<file path="config.mk">
export PLATFORM = sky130hd
export DESIGN_NAME = y_mux4_arbiter_flat
export DESIGN_NICKNAME = d
export VERILOG_FILES = /design/src/rtl/y_mux4_arbiter_if.sv /design/src/rtl/y_mux4_arbiter.sv /design/src/flat_wrapper.sv
export SDC_FILE = /design/constraint.sdc
export NUM_CORES = 1
export LEC_CHECK = 0
export CAP_MARGIN = 10
export CORE_AREA = 2 2 91 93
export CTS_BUF_LIST = sky130_fd_sc_hd__clkbuf_8 sky130_fd_sc_hd__clkbuf_16
export DETAILED_ROUTE_END_ITERATION = 12
export DIE_AREA = 0 0 93 95
export GPL_ROUTABILITY_DRIVEN = 0
export PLACE_DENSITY_LB_ADDON = 0.05
export RECOVER_POWER = 100
export SYNTH_ARGS = -nofsm -noshare
export SYNTH_HDL_FRONTEND = slang
export SYNTH_SLANG_ARGS = --single-unit
</file>
<file path="constraint.sdc">
create_clock -name clk -period 1.9 [get_ports clk]
set_input_delay 0.38 -clock clk [delete_from_list [all_inputs] [get_ports clk]]
set_output_delay 0.38 -clock clk [all_outputs]
set_load 0.01 [all_outputs]
</file>
<file path="src/rtl/y_mux4_arbiter_if.sv">
// y_mux4_arbiter_if: bundle of the four requester ports and the single consumer port.
// The in_last vector only exists when the design is built with ARB_BURST_EN.
// The slave modport is the arbiter's view; the master modport is the producer/consumer side.
interface y_mux4_arbiter_if #(
  parameter int SIZE = 32
);
  logic [3:0]      in_req;
  logic [SIZE-1:0] in_data0;
  logic [SIZE-1:0] in_data1;
  logic [SIZE-1:0] in_data2;
  logic [SIZE-1:0] in_data3;
`ifdef ARB_BURST_EN
  logic [3:0]      in_last;
`endif
  logic [3:0]      in_ready;
  logic            out_valid;
  logic [SIZE-1:0] out_data;
  logic [1:0]      out_src;
  logic            out_ready;
  logic            busy;

`ifdef ARB_BURST_EN
  modport master (
    output in_req, in_data0, in_data1, in_data2, in_data3, in_last, out_ready,
    input  in_ready, out_valid, out_data, out_src, busy
  );
  modport slave (
    input  in_req, in_data0, in_data1, in_data2, in_data3, in_last, out_ready,
    output in_ready, out_valid, out_data, out_src, busy
  );
`else
  modport master (
    output in_req, in_data0, in_data1, in_data2, in_data3, out_ready,
    input  in_ready, out_valid, out_data, out_src, busy
  );
  modport slave (
    input  in_req, in_data0, in_data1, in_data2, in_data3, out_ready,
    output in_ready, out_valid, out_data, out_src, busy
  );
`endif
endinterface

</file>
<file path="src/rtl/y_mux4_arbiter.sv">
// y_mux4_arbiter: round-robin arbiter sharing one SIZE-wide 4:1 word mux among four
// requesters. A winner is picked in IDLE, its word is captured through the mux in GRANT,
// and the captured word is offered downstream with valid/ready in OUT.
// Build option: define ARB_BURST_EN to add in_last and lock the grant across a burst.

// YMux4: plain 4-to-1 word multiplexer.
module YMux4 #(
  parameter int SIZE = 32
) (
  input  logic [1:0]      i_sel,
  input  logic [SIZE-1:0] i_d0,
  input  logic [SIZE-1:0] i_d1,
  input  logic [SIZE-1:0] i_d2,
  input  logic [SIZE-1:0] i_d3,
  output logic [SIZE-1:0] o_y
);
  // Select one of the four words.
  always_comb begin
    o_y = i_d0;
    case (i_sel)
      2'd0:    o_y = i_d0;
      2'd1:    o_y = i_d1;
      2'd2:    o_y = i_d2;
      default: o_y = i_d3;
    endcase
  end
endmodule

module y_mux4_arbiter #(
  parameter int SIZE = 32
) (
  input logic               clk,
  input logic               rst_n,
  y_mux4_arbiter_if.slave   bus
);
  typedef enum logic [1:0] {
    IDLE  = 2'd0,
    GRANT = 2'd1,
    OUT   = 2'd2
  } state_t;

  state_t          r_state;
  state_t          w_nextState;
  logic [1:0]      r_sel;
  logic [1:0]      r_ptr;
  logic [1:0]      w_winner;
  logic            w_anyReq;
  logic            w_grantOk;
  logic [SIZE-1:0] w_muxData;
  logic [SIZE-1:0] r_outData;
  logic [1:0]      r_outSrc;
`ifdef ARB_BURST_EN
  logic            r_last;
`endif

  YMux4 #(.SIZE(SIZE)) u_mux (
    .i_sel (r_sel),
    .i_d0  (bus.in_data0),
    .i_d1  (bus.in_data1),
    .i_d2  (bus.in_data2),
    .i_d3  (bus.in_data3),
    .o_y   (w_muxData)
  );

  // Round-robin scan starting just after the last winner; walking k downwards lets the
  // closest requester to ptr+1 overwrite the others.
  always_comb begin
    w_winner = 2'd0;
    w_anyReq = 1'b0;
    for (int k = 4; k >= 1; k--) begin
      if (bus.in_req[r_ptr + 2'(k)]) begin
        w_winner = r_ptr + 2'(k);
        w_anyReq = 1'b1;
      end
    end
  end

  // The granted requester still holds its request, so its word can be taken this cycle.
  assign w_grantOk = (r_state == GRANT) && bus.in_req[r_sel];

  // State register.
  always_ff @(posedge clk or negedge rst_n) begin
    if (!rst_n) begin
      r_state <= IDLE;
    end else begin
      r_state <= w_nextState;
    end
  end

  // Next-state logic: a withdrawn request in GRANT falls back to IDLE without capture.
  always_comb begin
    w_nextState = r_state;
    case (r_state)
      IDLE: begin
        if (w_anyReq) begin
          w_nextState = GRANT;
        end
      end
      GRANT: begin
        if (w_grantOk) begin
          w_nextState = OUT;
        end else begin
          w_nextState = IDLE;
        end
      end
      OUT: begin
        if (bus.out_ready) begin
`ifdef ARB_BURST_EN
          w_nextState = r_last ? IDLE : GRANT;
`else
          w_nextState = IDLE;
`endif
        end
      end
      default: w_nextState = IDLE;
    endcase
  end

  // Select, pointer and output word registers; the word is held untouched through OUT.
  always_ff @(posedge clk or negedge rst_n) begin
    if (!rst_n) begin
      r_sel     <= 2'd0;
      r_ptr     <= 2'd3;
      r_outData <= '0;
      r_outSrc  <= 2'd0;
`ifdef ARB_BURST_EN
      r_last    <= 1'b1;
`endif
    end else begin
      if ((r_state == IDLE) && w_anyReq) begin
        r_sel <= w_winner;
      end
      if (w_grantOk) begin
        r_outData <= w_muxData;
        r_outSrc  <= r_sel;
        r_ptr     <= r_sel;
`ifdef ARB_BURST_EN
        r_last    <= bus.in_last[r_sel];
`endif
      end
    end
  end

  assign bus.in_ready  = w_grantOk ? (4'b0001 << r_sel) : 4'b0000;
  assign bus.out_valid = (r_state == OUT);
  assign bus.out_data  = r_outData;
  assign bus.out_src   = r_outSrc;
  assign bus.busy      = (r_state != IDLE);

endmodule

</file>
<file path="src/flat_wrapper.sv">
// flat-port wrapper written by rule: the top's interface ports become plain ports
module y_mux4_arbiter_flat 
#(
  parameter int SIZE = 32
)
  (clk, rst_n, bus_in_req, bus_in_data0, bus_in_data1, bus_in_data2, bus_in_data3, bus_out_ready, bus_in_ready, bus_out_valid, bus_out_data, bus_out_src, bus_busy);
  y_mux4_arbiter_if #(.SIZE(SIZE)) bus_i ();
  input logic clk;
  input logic rst_n;
  input wire logic [$bits(bus_i.in_req)-1:0] bus_in_req;
  input wire logic [$bits(bus_i.in_data0)-1:0] bus_in_data0;
  input wire logic [$bits(bus_i.in_data1)-1:0] bus_in_data1;
  input wire logic [$bits(bus_i.in_data2)-1:0] bus_in_data2;
  input wire logic [$bits(bus_i.in_data3)-1:0] bus_in_data3;
  input wire logic [$bits(bus_i.out_ready)-1:0] bus_out_ready;
  output wire logic [$bits(bus_i.in_ready)-1:0] bus_in_ready;
  output wire logic [$bits(bus_i.out_valid)-1:0] bus_out_valid;
  output wire logic [$bits(bus_i.out_data)-1:0] bus_out_data;
  output wire logic [$bits(bus_i.out_src)-1:0] bus_out_src;
  output wire logic [$bits(bus_i.busy)-1:0] bus_busy;
  assign bus_i.in_req = bus_in_req;
  assign bus_i.in_data0 = bus_in_data0;
  assign bus_i.in_data1 = bus_in_data1;
  assign bus_i.in_data2 = bus_in_data2;
  assign bus_i.in_data3 = bus_in_data3;
  assign bus_i.out_ready = bus_out_ready;
  assign bus_in_ready = bus_i.in_ready;
  assign bus_out_valid = bus_i.out_valid;
  assign bus_out_data = bus_i.out_data;
  assign bus_out_src = bus_i.out_src;
  assign bus_busy = bus_i.busy;
  y_mux4_arbiter #(.SIZE(SIZE)) u_core (.clk(clk), .rst_n(rst_n), .bus(bus_i));
endmodule
</file>
==> reports/results.ini <==
[setup_path]
max_stage_delay_ns = 0.42
rrSetupSlack_ns = 0.02
worstPathArrival_ns = 2.05
regToRegStartpoint = u_core.r_sel[1]
critPathSlowestCell = or3b_4
setup.worst_path.class = flop to flop
path_max_fanout = 7
cp_common_cell = buf_6
rr_worst_depth = 6
rr_endpoint = u_core.bus.out_data[28]
crit_family = buffers and inverters
crit_chain = or3b_4 > buf_6 > o22ai_4 > buf_6 > clkbuf_16 > mux2_2
crit_path_end_kind = flop
cp.required_ns = 2.07
crit_buf_inv = 3
critPathLaunchType = flop

[placed_design]
dp_hpwl_mm = 5.67
port_buffers = 174
pre_cts_ws_ns = -0.117
dpl_cell_area_sq_mm = 0.00439

[logic_synthesis]
syn_area_per_cell_sq_um = 15.5
syn-instance-count = 157
synth_area_sq_mm = 0.00243
yosys.cell_types.count = 29
ys_ff_latch = 40
synth_top_area_cell = dfrtp_1
async_flop_share_pct = 100
synth_fp_nets = 292
yosysSeqAreaShare_pct = 41.3
synth_top_area_share_pct = 39.1
yosys_warnings = 0
synth_edf_count = 0
synthTopCellsByArea = dfrtp_1 (39%), mux4_2 (30%), mux2_2 (12%), mux2_1 (2.8%), dfstp_2 (2.2%)
synth_ff_type = dfrtp_1

[route]
wl_mm = 7.24
drtPass1Iterations = 4
vias_per_cell = 4.75
drtIter0Drc = 53
dr_total_vias = 2152
routedWlPerCell_um = 16.0
drc = 0
ant_nets = 0

[clock_tree]
root_buffer = clkbuf_8
cts_hold_buf = 0
cts.clk_slew.worst_paths_ns = 0.08
cts_tree = built
cts_htree_levels = 2
cts_buffer_depth = 2
cts.sinks = 40
clkLatencyLatePin_ns = 0.28
cts_buffers = 5

[floorplanning]
dieWidth_um = 93
num_rows = 33
core-area_sq_mm = 0.00793
io_pins = 175
die_h_um = 95
initial_core_util_pct = 30.7
die-area_sq_mm = 0.00884

[global_routing]
antenna_found_initial = 0
grtUsageMet1_pct = 18.7
grt_busiest_layer = met2
grtUsageMet2_pct = 28.0
grt_max_degree = 34
grt-ovfl-total = 0
grt_usage_pct = 15.9
met3_usage_pct = 5.03
grt_pass1_wl_mm = 10.9
grt_pass1_vias = 2262

[min_path]
hold_path.class = input pin to asynchronous set/reset pin

[timing]
period_needed_ns = 1.88
setup_viol_count_final = 0
slew_headroom_pct = 28.3
tightest_slew_ns = 1.08
period_share_pct = 98.9
max_freq_mhz = 532
fin_ws_ns = 0.0212
finalMaxSlewViolations = 0
finalHoldViolations = 0
clock_skew_ns = 0.00271
rsz0062_at_grt = true

[power]
p_leak_uw = 0.00179
vdd_drop_max_v = 0.000703
power.density_mw_per_mm2 = 1300

[cells_and_area]
multiInputGateArea_sq_mm = 0.00135
diodes = 0
drive_gt1_share_pct = 28.2
fin_util_pct = 57.2
seqCellArea_sq_mm = 0.00100
fill_cells = 673
design_area_sq_mm = 0.00454
nets = 482
syn2layout_area_growth_pct = 86.7

[status]
status = completed

[job]
maxCapViolCount = 0

[synth_stat cells (2+ instances only)]
master and number:
nor3b_1 2, nor2_1 5, or2_2 2, a21o_1 3, mux2_2 26, o21ai_0 4
clkbuf_1 4, dfrtp_1 38, nand2_1 5, dfstp_2 2, mux4_2 32, mux2_1 6
buf_6 4, inv_1 4, mux2i_1 3, buf_2 4
[cells by family (layout without fill, tap and decap cells)]
kind of cell	Yosys count	after routing	synth area share, %
muxes	67	67	45.7
AOI/OAI and AO/OA	14	14	4.63
buffers and inverters	16	207	3.91
and+or+nand+nor	20	20	4.48
DFF	40	40	41.3
[cell usage in the layout (no fill, tap or decap), types with 2 or more instances in the layout]
master / count
a21o_1: 3
nand2_1: 5
mux4_2: 32
clkbuf_8: 6
buf_6: 5
dlygate4sd2_1: 2
dfstp_2: 2
clkdlybuf4s50_1: 166
or2_2: 2
nor2_1: 5
mux2_2: 25
mux2_1: 6
mux2i_1: 3
o21ai_0: 4
nor3b_2: 2
buf_4: 11
clkbuf_2: 3
dfrtp_1: 37
inv_1: 5
buf_12: 3
[metrics by stage]
stage / TNS (ns) / hold WS, ns / power [uW] / std cells
6_report: 0 / 0.267 / 5910 / 453
2_1_floorplan: 0 / 0.0844 / 3630 / 157
4_1_cts: 0 / 0.0523 / 5840 / 448
3_3_place_gp: -2.66 / 0.366 / 5230 / 440
5_1_grt: -0.200 / 0.372 / 6310 / 453
3_5_place_dp: -2.73 / 0.372 / 5260 / 440
[sequential cells by signal (all words and copies together) (netlist names)]
name / count
u_core.bus.out_data: 32
u_core.bus.out_src: 2
u_core.r_ptr: 2
u_core.r_sel: 2
u_core.r_state: 2
[final cells by class]
| type | count | area share, % |
|---|---|---|
| inverters | 4 | 0.331 |
| clock buffers | 6 | 1.82 |
| repair buffers | 195 | 42.9 |
| clock inverters | 2 | 0.248 |
| flip-flops and latches | 40 | 22.1 |
| multi-input cells | 101 | 29.7 |
| well taps | 105 | 2.89 |
[where the power goes]
part	total, uW	switching, uW	internal [uW]	leakage, uW
clock network	575	285	290	0.0000486
logic	3760	1370	2390	0.00127
registers	1570	252	1320	0.000470
total	5910	1910	4000	0.00179
[worst max-delay path by stage]
| stage | start | endpoint | slack (ns) | cells after the start |
|---|---|---|---|---|
| final | u_core.r_sel[1] | u_core.bus.out_data[28] | 0.02 | 6 |
| after detailed placement | bus_in_req[0] | bus_in_ready[0] | -0.12 | 3 |
| after global placement | bus_in_req[2] | bus_in_ready[2] | -0.11 | 3 |
| after floorplan | u_core.r_sel[1] | u_core.bus.out_data[22] | 0.04 | 5 |
| after global routing | u_core.r_sel[1] | u_core.bus.out_data[2] | -0.02 | 6 |
| after CTS | u_core.r_sel[1] | bus_in_ready[0] | 0.006 | 3 |
[what timing repair did]
item,CTS,global route
endpoints found under the hold margin,0,0
endpoints found under the setup margin,6,26
resized for setup,10,11
pin swaps,0,1
setup buffers,0,3
gates cloned,0,2
[routing by layer]
layer / part of all wire (%) / wire length, um / up-vias
li1: - / - / 1008
met1: 40 / 2880 / 1050
met2: 50 / 3660 / 87
met3: 8.6 / 624 / 7
met4: 1.1 / 82 / 0
met5: 0 / 0 / -
Note: power is estimated with default switching activity, not from simulation.
